===== src/rtl/game_ui_pkg.sv =====
// Shared types and defaults for the game-UI sequencer: state enum, health-bar
// field widths and the default ROM address / time widths.
package game_ui_pkg;

    localparam int DEF_ADDR_WIDTH    = 10;
    localparam int DEF_MAXIMUM_TIMES = 30;

    localparam int HB_X_W    = 10;
    localparam int HB_Y_W    = 10;
    localparam int HB_W_W    = 10;
    localparam int HB_H_W    = 10;
    localparam int HB_SENS_W = 7;

    typedef enum logic [2:0] {
        ST_IDLE,
        ST_FETCH,
        ST_ACK,
        ST_WAIT,
        ST_ADV,
        ST_DONE
    } ui_state_e;

    // The time base only runs while an entry is being fetched or held.
    function automatic logic is_busy_state(input ui_state_e s);
        return (s == ST_FETCH) || (s == ST_ACK) || (s == ST_WAIT);
    endfunction

endpackage


===== src/rtl/game_ui_sequencer_time_base.sv =====
// Game time base: a TICK_DIV prescaler feeding a saturating time counter.
// Clear has priority over enable.
module game_time_base #(
    parameter int MAXIMUM_TIMES = 30,
    parameter int TICK_DIV      = 100000
) (
    input  logic                     clk,
    input  logic                     reset,
    input  logic                     enable,
    input  logic                     clear,
    output logic [MAXIMUM_TIMES-1:0] current_time
);

    localparam int PW = (TICK_DIV > 2) ? $clog2(TICK_DIV) : 1;
    localparam logic [PW-1:0] PRE_LAST = PW'(TICK_DIV - 1);

    logic [PW-1:0]            prescaler_q, prescaler_d;
    logic [MAXIMUM_TIMES-1:0] time_q, time_d;

    always_comb begin
        prescaler_d = prescaler_q;
        time_d      = time_q;
        if (clear) begin
            prescaler_d = '0;
            time_d      = '0;
        end else if (enable) begin
            if (prescaler_q == PRE_LAST) begin
                prescaler_d = '0;
                // Saturate rather than wrap so a long wait never releases early.
                if (time_q != '1) begin
                    time_d = time_q + MAXIMUM_TIMES'(1);
                end
            end else begin
                prescaler_d = prescaler_q + PW'(1);
            end
        end
    end

    always_ff @(posedge clk) begin
        if (reset) begin
            prescaler_q <= '0;
            time_q      <= '0;
        end else begin
            prescaler_q <= prescaler_d;
            time_q      <= time_d;
        end
    end

    assign current_time = time_q;

endmodule


===== src/rtl/game_ui_sequencer.sv =====
// Runtime controller for the game-UI ROM reader: steps the ROM address, runs the
// time base and latches each decoded health-bar entry. Define UI_SEQ_LOOP_EN to
// restart the sequence at the end marker instead of stopping in DONE.
module game_ui_sequencer
    import game_ui_pkg::*;
#(
    parameter int ADDR_WIDTH    = DEF_ADDR_WIDTH,
    parameter int MAXIMUM_TIMES = DEF_MAXIMUM_TIMES,
    parameter int TICK_DIV      = 100000
) (
    input  logic                     clk,
    input  logic                     reset,
    input  logic                     start,
    input  logic                     pause,
    input  logic                     update_ui_time,
    input  logic [MAXIMUM_TIMES-1:0] next_ui_time,
    input  logic                     is_end,
    input  logic                     rom_reset_hs,
    input  logic [HB_X_W-1:0]        rom_x,
    input  logic [HB_Y_W-1:0]        rom_y,
    input  logic [HB_W_W-1:0]        rom_w,
    input  logic [HB_H_W-1:0]        rom_h,
    input  logic [HB_SENS_W-1:0]     rom_sens,
    output logic [ADDR_WIDTH-1:0]    addr,
    output logic [MAXIMUM_TIMES-1:0] current_time,
    output logic                     sync_ui_time,
    output logic [HB_X_W-1:0]        hb_x,
    output logic [HB_Y_W-1:0]        hb_y,
    output logic [HB_W_W-1:0]        hb_w,
    output logic [HB_H_W-1:0]        hb_h,
    output logic [HB_SENS_W-1:0]     hb_sens,
    output logic                     hb_reset_pulse,
    output logic                     busy,
    output logic                     seq_done
);

    ui_state_e                state_q, state_d;
    logic [ADDR_WIDTH-1:0]    addr_q, addr_d;
    logic [MAXIMUM_TIMES-1:0] t_next_q, t_next_d;
    logic                     sync_q, sync_d;
    logic [HB_X_W-1:0]        hb_x_q, hb_x_d;
    logic [HB_Y_W-1:0]        hb_y_q, hb_y_d;
    logic [HB_W_W-1:0]        hb_w_q, hb_w_d;
    logic [HB_H_W-1:0]        hb_h_q, hb_h_d;
    logic [HB_SENS_W-1:0]     hb_sens_q, hb_sens_d;
    logic                     pulse_q, pulse_d;
    logic                     busy_q, busy_d;
    logic                     done_q, done_d;
    logic                     tb_clear;

    game_time_base #(
        .MAXIMUM_TIMES (MAXIMUM_TIMES),
        .TICK_DIV      (TICK_DIV)
    ) u_time_base (
        .clk          (clk),
        .reset        (reset),
        .enable       (busy_q && !pause),
        .clear        (tb_clear),
        .current_time (current_time)
    );

    always_comb begin
        state_d   = state_q;
        addr_d    = addr_q;
        t_next_d  = t_next_q;
        sync_d    = sync_q;
        hb_x_d    = hb_x_q;
        hb_y_d    = hb_y_q;
        hb_w_d    = hb_w_q;
        hb_h_d    = hb_h_q;
        hb_sens_d = hb_sens_q;
        pulse_d   = 1'b0;
        tb_clear  = 1'b0;

        case (state_q)
            ST_IDLE, ST_DONE: begin
                sync_d = 1'b1;
                if (start) begin
                    state_d  = ST_FETCH;
                    addr_d   = '0;
                    sync_d   = 1'b0;
                    tb_clear = 1'b1;
                end
            end
            ST_FETCH: begin
                sync_d = 1'b0;
                if (update_ui_time) begin
                    sync_d = 1'b1;
                    if (is_end) begin
`ifdef UI_SEQ_LOOP_EN
                        addr_d   = '0;
                        tb_clear = 1'b1;
                        state_d  = ST_ADV;
`else
                        state_d  = ST_DONE;
`endif
                    end else begin
                        hb_x_d    = rom_x;
                        hb_y_d    = rom_y;
                        hb_w_d    = rom_w;
                        hb_h_d    = rom_h;
                        hb_sens_d = rom_sens;
                        pulse_d   = rom_reset_hs;
                        t_next_d  = next_ui_time;
                        state_d   = ST_ACK;
                    end
                end
            end
            ST_ACK: begin
                sync_d = 1'b1;
                if (!update_ui_time) begin
                    state_d = ST_WAIT;
                end
            end
            ST_WAIT: begin
                sync_d = 1'b1;
                if ((current_time >= t_next_q) && !pause) begin
                    // Running off the end of the ROM stops rather than wrapping to 0.
                    if (addr_q == '1) begin
                        state_d = ST_DONE;
                    end else begin
                        addr_d  = addr_q + ADDR_WIDTH'(1);
                        state_d = ST_ADV;
                    end
                end
            end
            ST_ADV: begin
                sync_d  = 1'b0;
                state_d = ST_FETCH;
            end
            default: begin
                state_d = ST_IDLE;
                sync_d  = 1'b1;
            end
        endcase

        busy_d = is_busy_state(state_d);
        done_d = (state_d == ST_DONE);
    end

    always_ff @(posedge clk) begin
        if (reset) begin
            state_q   <= ST_IDLE;
            addr_q    <= '0;
            t_next_q  <= '0;
            sync_q    <= 1'b1;
            hb_x_q    <= '0;
            hb_y_q    <= '0;
            hb_w_q    <= '0;
            hb_h_q    <= '0;
            hb_sens_q <= '0;
            pulse_q   <= 1'b0;
            busy_q    <= 1'b0;
            done_q    <= 1'b0;
        end else begin
            state_q   <= state_d;
            addr_q    <= addr_d;
            t_next_q  <= t_next_d;
            sync_q    <= sync_d;
            hb_x_q    <= hb_x_d;
            hb_y_q    <= hb_y_d;
            hb_w_q    <= hb_w_d;
            hb_h_q    <= hb_h_d;
            hb_sens_q <= hb_sens_d;
            pulse_q   <= pulse_d;
            busy_q    <= busy_d;
            done_q    <= done_d;
        end
    end

    assign addr           = addr_q;
    assign sync_ui_time   = sync_q;
    assign hb_x           = hb_x_q;
    assign hb_y           = hb_y_q;
    assign hb_w           = hb_w_q;
    assign hb_h           = hb_h_q;
    assign hb_sens        = hb_sens_q;
    assign hb_reset_pulse = pulse_q;
    assign busy           = busy_q;
    assign seq_done       = done_q;

endmodule


===== config.mk =====
export PLATFORM = sky130hd
export DESIGN_NAME = game_ui_sequencer
export DESIGN_NICKNAME = d
export VERILOG_FILES = /design/src/rtl/game_ui_pkg.sv /design/src/rtl/game_ui_sequencer_time_base.sv /design/src/rtl/game_ui_sequencer.sv
export SDC_FILE = /design/constraint.sdc
export NUM_CORES = 1
export LEC_CHECK = 0
export ABC_AREA = 1
export CORE_UTILIZATION = 52
export CTS_BUF_LIST = sky130_fd_sc_hd__clkbuf_8
export CTS_CLUSTER_DIAMETER = 50
export DETAILED_ROUTE_END_ITERATION = 8
export GPL_ROUTABILITY_DRIVEN = 1
export PLACE_DENSITY = 0.9
export SYNTH_ARGS = -nofsm -noshare
export SYNTH_HDL_FRONTEND = slang
export SYNTH_HIERARCHICAL = 1
export SYNTH_SLANG_ARGS = --single-unit
export TNS_END_PERCENT = 10

===== constraint.sdc =====
create_clock -name clk -period 2.3 [get_ports clk]
set_clock_uncertainty 0.2 [all_clocks]
set_input_delay 0.46 -clock clk [delete_from_list [all_inputs] [get_ports clk]]
set_output_delay 0.46 -clock clk [all_outputs]
set_load 0.05 [all_outputs]

==> impl_metrics.json, run 1 <==
{
  "syn-mean-instance-area_sq_um": 6.82,
  "viasPerCell": 5.20,
  "comb_power_share_pct": 22.9,
  "setup.worst_path.end_class": "output pin",
  "hold_viol": 0,
  "grt_pass1_vias": 7171,
  "ys_seq_elements": 141,
  "cp_slowest_cell": "clkdlybuf4s50_1",
  "hold_start": "t_next_q[29]",
  "dieWidth_um": 122,
  "vias": 7767,
  "synth_async_sr_flop_share_pct": 0,
  "hold_depth": 2,
  "first_pass_iters": 5,
  "coreArea_sq_um": 13900,
  "clock_path_buffers": 2,
  "clockPowerShare_pct": 33.3,
  "slew_headroom_pct": 63.5,
  "cp_cell_sequence": "clkdlybuf4s50_1",
  "synth_flop_cell": "dfxtp_1",
  "period_share_pct": 99.1,
  "post_drt_wl_per_cell_um": 14.4,
  "outcome": "complete, no violations",
  "cp_max_fo": 2,
  "drtIter0Drc": 670,
  "drv_cap": 0,
  "maxSlewViolCount": 0,
  "dp_slack_ns": -0.0548,
  "h-tree-depth": 4,
  "synth_edf_count": 0,
  "n_antenna_cell": 0,
  "antenna_found_initial": 0,
  "final_layout_size_suffix_gt1_share_pct": 13.5,
  "synth_nets": 1209,
  "min_period_ns": 2.28,
  "numPortBuffers": 174,
  "vdd.ir_drop.worst_v": 0.000384,
  "p_sw_share_pct": 33.3,
  "cts_sinks": 141,
  "drt.antenna.violating_nets": 0,
  "clk_latency_ns": 0.47,
  "hp-class": "reg2reg",
  "grt_max_degree": 58,
  "grt_pass1_wl_um": 32700,
  "drc": 0,
  "gr-total-overflow": 0,
  "synth_cell_types": 42,
  "tightest_slew_ns": 0.547,
  "hold_buffers": 0,
  "synth-warning-count": 6,
  "timing.rr.start": "t_next_q[18]",
  "pin_count": 175,
  "die_y_um": 122,
  "cp-start-kind": "register",
  "powerDensity_nw_per_um2": 597,
  "internal_power_mw": 4.03,
  "grt.total_usage_pct": 27.8,
  "synth_area_sq_um": 7450,
  "cts_root_buffer": "clkbuf_8",
  "finalSetupViolCount": 0,
  "power_leakage_nw": 4.91,
  "initial_utilization_pct": 53.4,
  "rows": 43,
  "syn2layout_area_growth_pct": 36.0,
  "die_area_sq_um": 14800,
  "critPathKind": "reg2out",
  "crit_family": "buffers and inverters",
  "syn_inst": 1092,
  "cp.buffers_inverters": 1,
  "ff2ff_path_depth": 16,
  "netSwitchingPower_mw": 2.01,
  "fin_ws_ns": 0.0200,
  "cp_num_cells": 1,
  "sequentialPowerShare_pct": 43.8,
  "synth_seq_area_share_pct": 37.9,
  "cts_buffers": 17,
  "rsz0062_at_grt": "true",
  "cts_tree": "yes",
  "gp_congestion": 0.943,
  "cp.arrival_ns": 1.62,
  "hpwl_um": 15000,
  "routed_wl_um": 21500,
  "required_ns": 1.64,
  "whs_ns": 0.263,
  "clkTransAtPathRegs_ns": 0.09,
  "max_freq_ghz": 0.439,
  "critical-path-max-stage-delay_ns": 0.81,
  "cp-startpoint": "hb_x[9]",
  "fin_nets": 1418
}
[placed cells by master (no fill, tap or decap), types with 14 or more instances in the layout]
master	netlist	routed
clkbuf_8	0	19
inv_1	126	125
buf_4	2	67
a21oi_1	49	48
nor3_1	18	18
ha_1	33	31
o21ai_0	89	89
clkdlybuf4s50_1	0	91
a21oi_2	13	14
o21ai_1	16	16
dfxtp_1	141	138
nand3_1	45	45
nor2_1	222	217
nand2_1	222	221
nor2_2	9	14
dlygate4sd2_1	0	29
dlymetal6s2s_1	0	31
[cell type report]
type | instances | area, sq um
clock inverters | 13 | 130
well taps | 180 | 225
inverters | 137 | 519
clock buffers | 19 | 262
multi-input cells | 777 | 3920
flip-flops and latches | 141 | 2830
repair buffers | 227 | 2240
fillers | 1045 | 3810
[per-layer routing]
layer	part of all wire (%)	vias up	routed length, um	GRT usage, %
met5	0	-	0	0
met1	41	3510	8840	33.3
met4	2.7	0	575	10.6
met2	49	341	10500	47.9
li1	-	3863	-	-
met3	7.3	53	1570	6.65
[logic make-up after synthesis]
group | count (synthesis) | share of synthesized area, %
AND/OR/NAND/NOR | 560 | 32.7
flip-flops | 141 | 37.9
buffers and inverters | 174 | 10.1
adder cells (fa/ha/maj) | 33 | 5.54
XOR/XNOR | 11 | 1.29
AO/OA/AOI/OAI | 173 | 12.5
[state kept, by name (all words and copies together) (netlist names)]
| name | cells |
|---|---|
| hb_reset_pulse | 1 |
| addr | 10 |
| u_time_base/prescaler_q | 17 |
| hb_y | 10 |
| t_next_q | 30 |
| u_time_base/current_time | 30 |
| hb_w | 10 |
| busy | 1 |
| hb_sens | 7 |
| sync_ui_time | 1 |
| hb_h | 10 |
| state_q | 3 |
| hb_x | 10 |
| seq_done | 1 |
[through the flow]
step	utilization (%)	instance area, sq um	setup TNS [ns]	total power [mW]	instances
3_3_place_gp	69.0	9620	0	4.02	1460
6_report	72.7	10100	0	6.05	1494
5_1_grt	72.7	10100	-1.01	6.31	1494
4_1_cts	71.6	9980	0	6.01	1492
3_5_place_dp	69.0	9620	-0.435	4.05	1460
2_1_floorplan	-	7450	-0.208	3.55	1092
[worst register-to-register path, stage by stage (launching register included)]
cell	delay (ns)
dfxtp_1	0.32
inv_1	0.06
ha_1	0.31
nand2_1	0.05
nor2_1	0.16
nand2_1	0.12
nor2_1	0.10
nand2_1	0.06
nand2_1	0.06
nor2_1	0.04
nand2_2	0.12
nand3_4	0.09
nand2_4	0.12
buf_12	0.13
nand3_1	0.06
nand2_1	0.08
nor2_1	0.06
[power by group through the flow]
stage | clock network [mW] | logic, mW | registers [mW]
after floorplan | 0 | 0.570 | 2.98
after global placement | 0 | 1.32 | 2.70
after detailed placement | 0 | 1.34 | 2.70
after CTS | 2.02 | 1.34 | 2.65
after global routing | 2.14 | 1.50 | 2.66
final | 2.01 | 1.39 | 2.65
[synthesized netlist by cell type (3+ instances only)]
cell type | count | area share [%]
inv_1 | 126 | 6.4
buf_2 | 11 | 0.74
nand2_4 | 3 | 0.45
nor3_1 | 18 | 1.2
o21bai_1 | 4 | 0.40
nor2_1 | 222 | 11
nor2_2 | 9 | 0.76
o21ai_0 | 89 | 6.0
nand2_1 | 222 | 11
a21oi_1 | 49 | 3.3
clkbuf_1 | 14 | 0.71
o21ai_1 | 16 | 1.1
inv_2 | 7 | 0.35
nor4_1 | 3 | 0.25
nand3b_1 | 6 | 0.60
nand3_2 | 8 | 1.1
dfxtp_1 | 141 | 38
nand2_2 | 5 | 0.42
ha_1 | 33 | 5.5
nand3_1 | 45 | 3.0
a21oi_2 | 13 | 1.5
nor2_4 | 3 | 0.45
nand4_1 | 6 | 0.50
xor2_1 | 9 | 1.1
buf_6 | 8 | 1.2
[worst paths after layout]
path	endpoint	slack (ns)
max	hb_x[9]	0.02
min	t_next_q[29]	0.26
max reg2reg	addr[0]	0.08
min reg2reg	t_next_q[29]	0.26
[repair_timing]
item                                    in CTS  in global routing
endpoints found under the setup margin      29                 45
buffers inserted                             0                  2
pin swaps                                    0                  5
resized for setup                           29                 43
(Power assumes the default switching activity.)
==> run 2, diff against run 1 <==
--- a/config.mk
+++ b/config.mk
@@ -6,12 +6,13 @@
 export NUM_CORES = 1
 export LEC_CHECK = 0
 export ABC_AREA = 1
-export CORE_UTILIZATION = 52
+export CORE_MARGIN = 2
+export CORE_UTILIZATION = 56
 export CTS_BUF_LIST = sky130_fd_sc_hd__clkbuf_8
 export CTS_CLUSTER_DIAMETER = 50
 export DETAILED_ROUTE_END_ITERATION = 8
 export GPL_ROUTABILITY_DRIVEN = 1
-export PLACE_DENSITY = 0.9
+export PLACE_DENSITY = 0.95
 export SYNTH_ARGS = -nofsm -noshare
 export SYNTH_HDL_FRONTEND = slang
 export SYNTH_HIERARCHICAL = 1
==> constraint.sdc (replaced) <==
create_clock -name clk -period 2.7 [get_ports clk]
set_clock_uncertainty 0.2 [all_clocks]
set_input_delay 0.54 -clock clk [delete_from_list [all_inputs] [get_ports clk]]
set_output_delay 0.54 -clock clk [all_outputs]
set_load 0.05 [all_outputs]
==> impl_metrics.json, run 2 (synthesized netlist as in run 1, its figures left out) <==
{
  "required_ns": 1.96,
  "slew_headroom_pct": 35.1,
  "cts_tree": "yes",
  "min_period_ns": 2.57,
  "clock_path_buffers": 2,
  "hpwl_um": 14400,
  "drt.antenna.violating_nets": 0,
  "clk_latency_ns": 0.45,
  "drv_cap": 0,
  "vias": 7570,
  "routed_wl_um": 20300,
  "viasPerCell": 5.20,
  "layout_common_cells": "222 x nor2_1, 222 x nand2_1, 174 x clkdlybuf4s50_1, 141 x dfxtp_1, 127 x inv_1",
  "fin_setup_tns_ns": 0,
  "drc": 0,
  "die_area_sq_um": 14200,
  "rsz0062_at_grt": "false",
  "clockPowerShare_pct": 35.5,
  "grt_max_degree": 108,
  "clkTransAtPathRegs_ns": 0.08,
  "drtIter0Drc": 758,
  "netSwitchingPower_mw": 1.58,
  "grt_pass1_vias": 7163,
  "grt.total_usage_pct": 28.4,
  "gp_congestion": 0.894,
  "cp_slowest_cell": "clkdlybuf4s50_1",
  "pin_count": 175,
  "internal_power_mw": 3.64,
  "p_sw_share_pct": 30.3,
  "final_layout_size_suffix_gt1_share_pct": 8.28,
  "cts_sinks": 141,
  "cp.arrival_ns": 1.83,
  "n_antenna_cell": 0,
  "setup.worst_path.end_class": "output pin",
  "h-tree-depth": 4,
  "fin_nets": 1385,
  "die_y_um": 119,
  "cp_max_fo": 4,
  "cts_buffers": 17,
  "power_leakage_nw": 3.99,
  "rows": 42,
  "first_pass_iters": 7,
  "outcome": "complete, no violations",
  "cts_root_buffer": "clkbuf_8",
  "powerDensity_nw_per_um2": 535,
  "cp_cell_sequence": "buf_4 > clkdlybuf4s50_1",
  "hold_buffers": 0,
  "syn2layout_area_growth_pct": 31.0,
  "tightest_slew_ns": 0.973,
  "whs_ns": 0.262,
  "numPortBuffers": 174,
  "dieWidth_um": 119,
  "critPathKind": "reg2out",
  "hp-class": "reg2reg",
  "comb_power_share_pct": 21.3,
  "sequentialPowerShare_pct": 43.2,
  "critical-path-max-stage-delay_ns": 0.80,
  "hold_viol": 0,
  "max_freq_ghz": 0.389,
  "period_share_pct": 95.2,
  "gr-total-overflow": 0,
  "antenna_found_initial": 0,
  "coreArea_sq_um": 13100,
  "maxSlewViolCount": 0,
  "initial_utilization_pct": 56.7,
  "post_cts_resized": 0,
  "postLayoutCoreUtil_pct": 74.3,
  "dp_slack_ns": 0.100,
  "post_drt_wl_per_cell_um": 13.9,
  "vdd.ir_drop.worst_v": 0.000437,
  "grt_pass1_wl_um": 33200,
  "finalPower_mw": 5.22,
  "post_cts_buffers": 0,
  "finalSetupViolCount": 0,
  "cp-start-kind": "register",
  "fin_ws_ns": 0.129
}
-- run 2: worst paths after layout --
kind | endpoint | startpoint | slack (ns) | depth (start not counted)
min reg2reg | t_next_q[2] | t_next_q[2] | 0.26 | 2
max reg2reg | addr[7] | u_time_base/current_time[9] | 0.30 | 14
min | t_next_q[2] | t_next_q[2] | 0.26 | 2
max | current_time[0] | u_time_base/current_time[0] | 0.13 | 2
-- run 2: power by group through the flow --
stage | registers [mW] | clock network [mW] | logic [mW]
2_1_floorplan | 2.54 | 0 | 0.486
3_3_place_gp | 2.30 | 0 | 1.07
3_5_place_dp | 2.30 | 0 | 1.10
4_1_cts | 2.26 | 1.86 | 1.11
5_1_grt | 2.27 | 1.96 | 1.21
6_report | 2.26 | 1.85 | 1.11
-- run 2: worst max-delay path: cells and delay by family, from the launching register on --
family	cells	cell delay, ns
buffers and inverters	2	0.96
flip-flops	1	0.43
-- run 2: cell type report --
type,instances,area [sq um]
Clock buffer,19,262
Clock inverter,12,171
Fill cell,982,3380
Inverter,137,519
Multi-Input combinational cell,777,3870
Sequential cell,141,2820
Tap cell,176,220
Timing Repair Buffer,194,1890
-- run 2: metal layers --
layer | vias up | track usage [%] | routed length, um
met5 | - | 0 | 0
met4 | 0 | 9.56 | 391
met3 | 34 | 7.85 | 1570
met2 | 313 | 48.0 | 9710
met1 | 3422 | 34.9 | 8590
li1 | 3801 | - | -
-- run 2: per-stage QoR --
step	instance area [sq um]	cells
6_report	9760	1456
5_1_grt	9760	1456
4_1_cts	9760	1456
3_5_place_dp	9330	1425
3_3_place_gp	9330	1425
2_1_floorplan	7450	1092
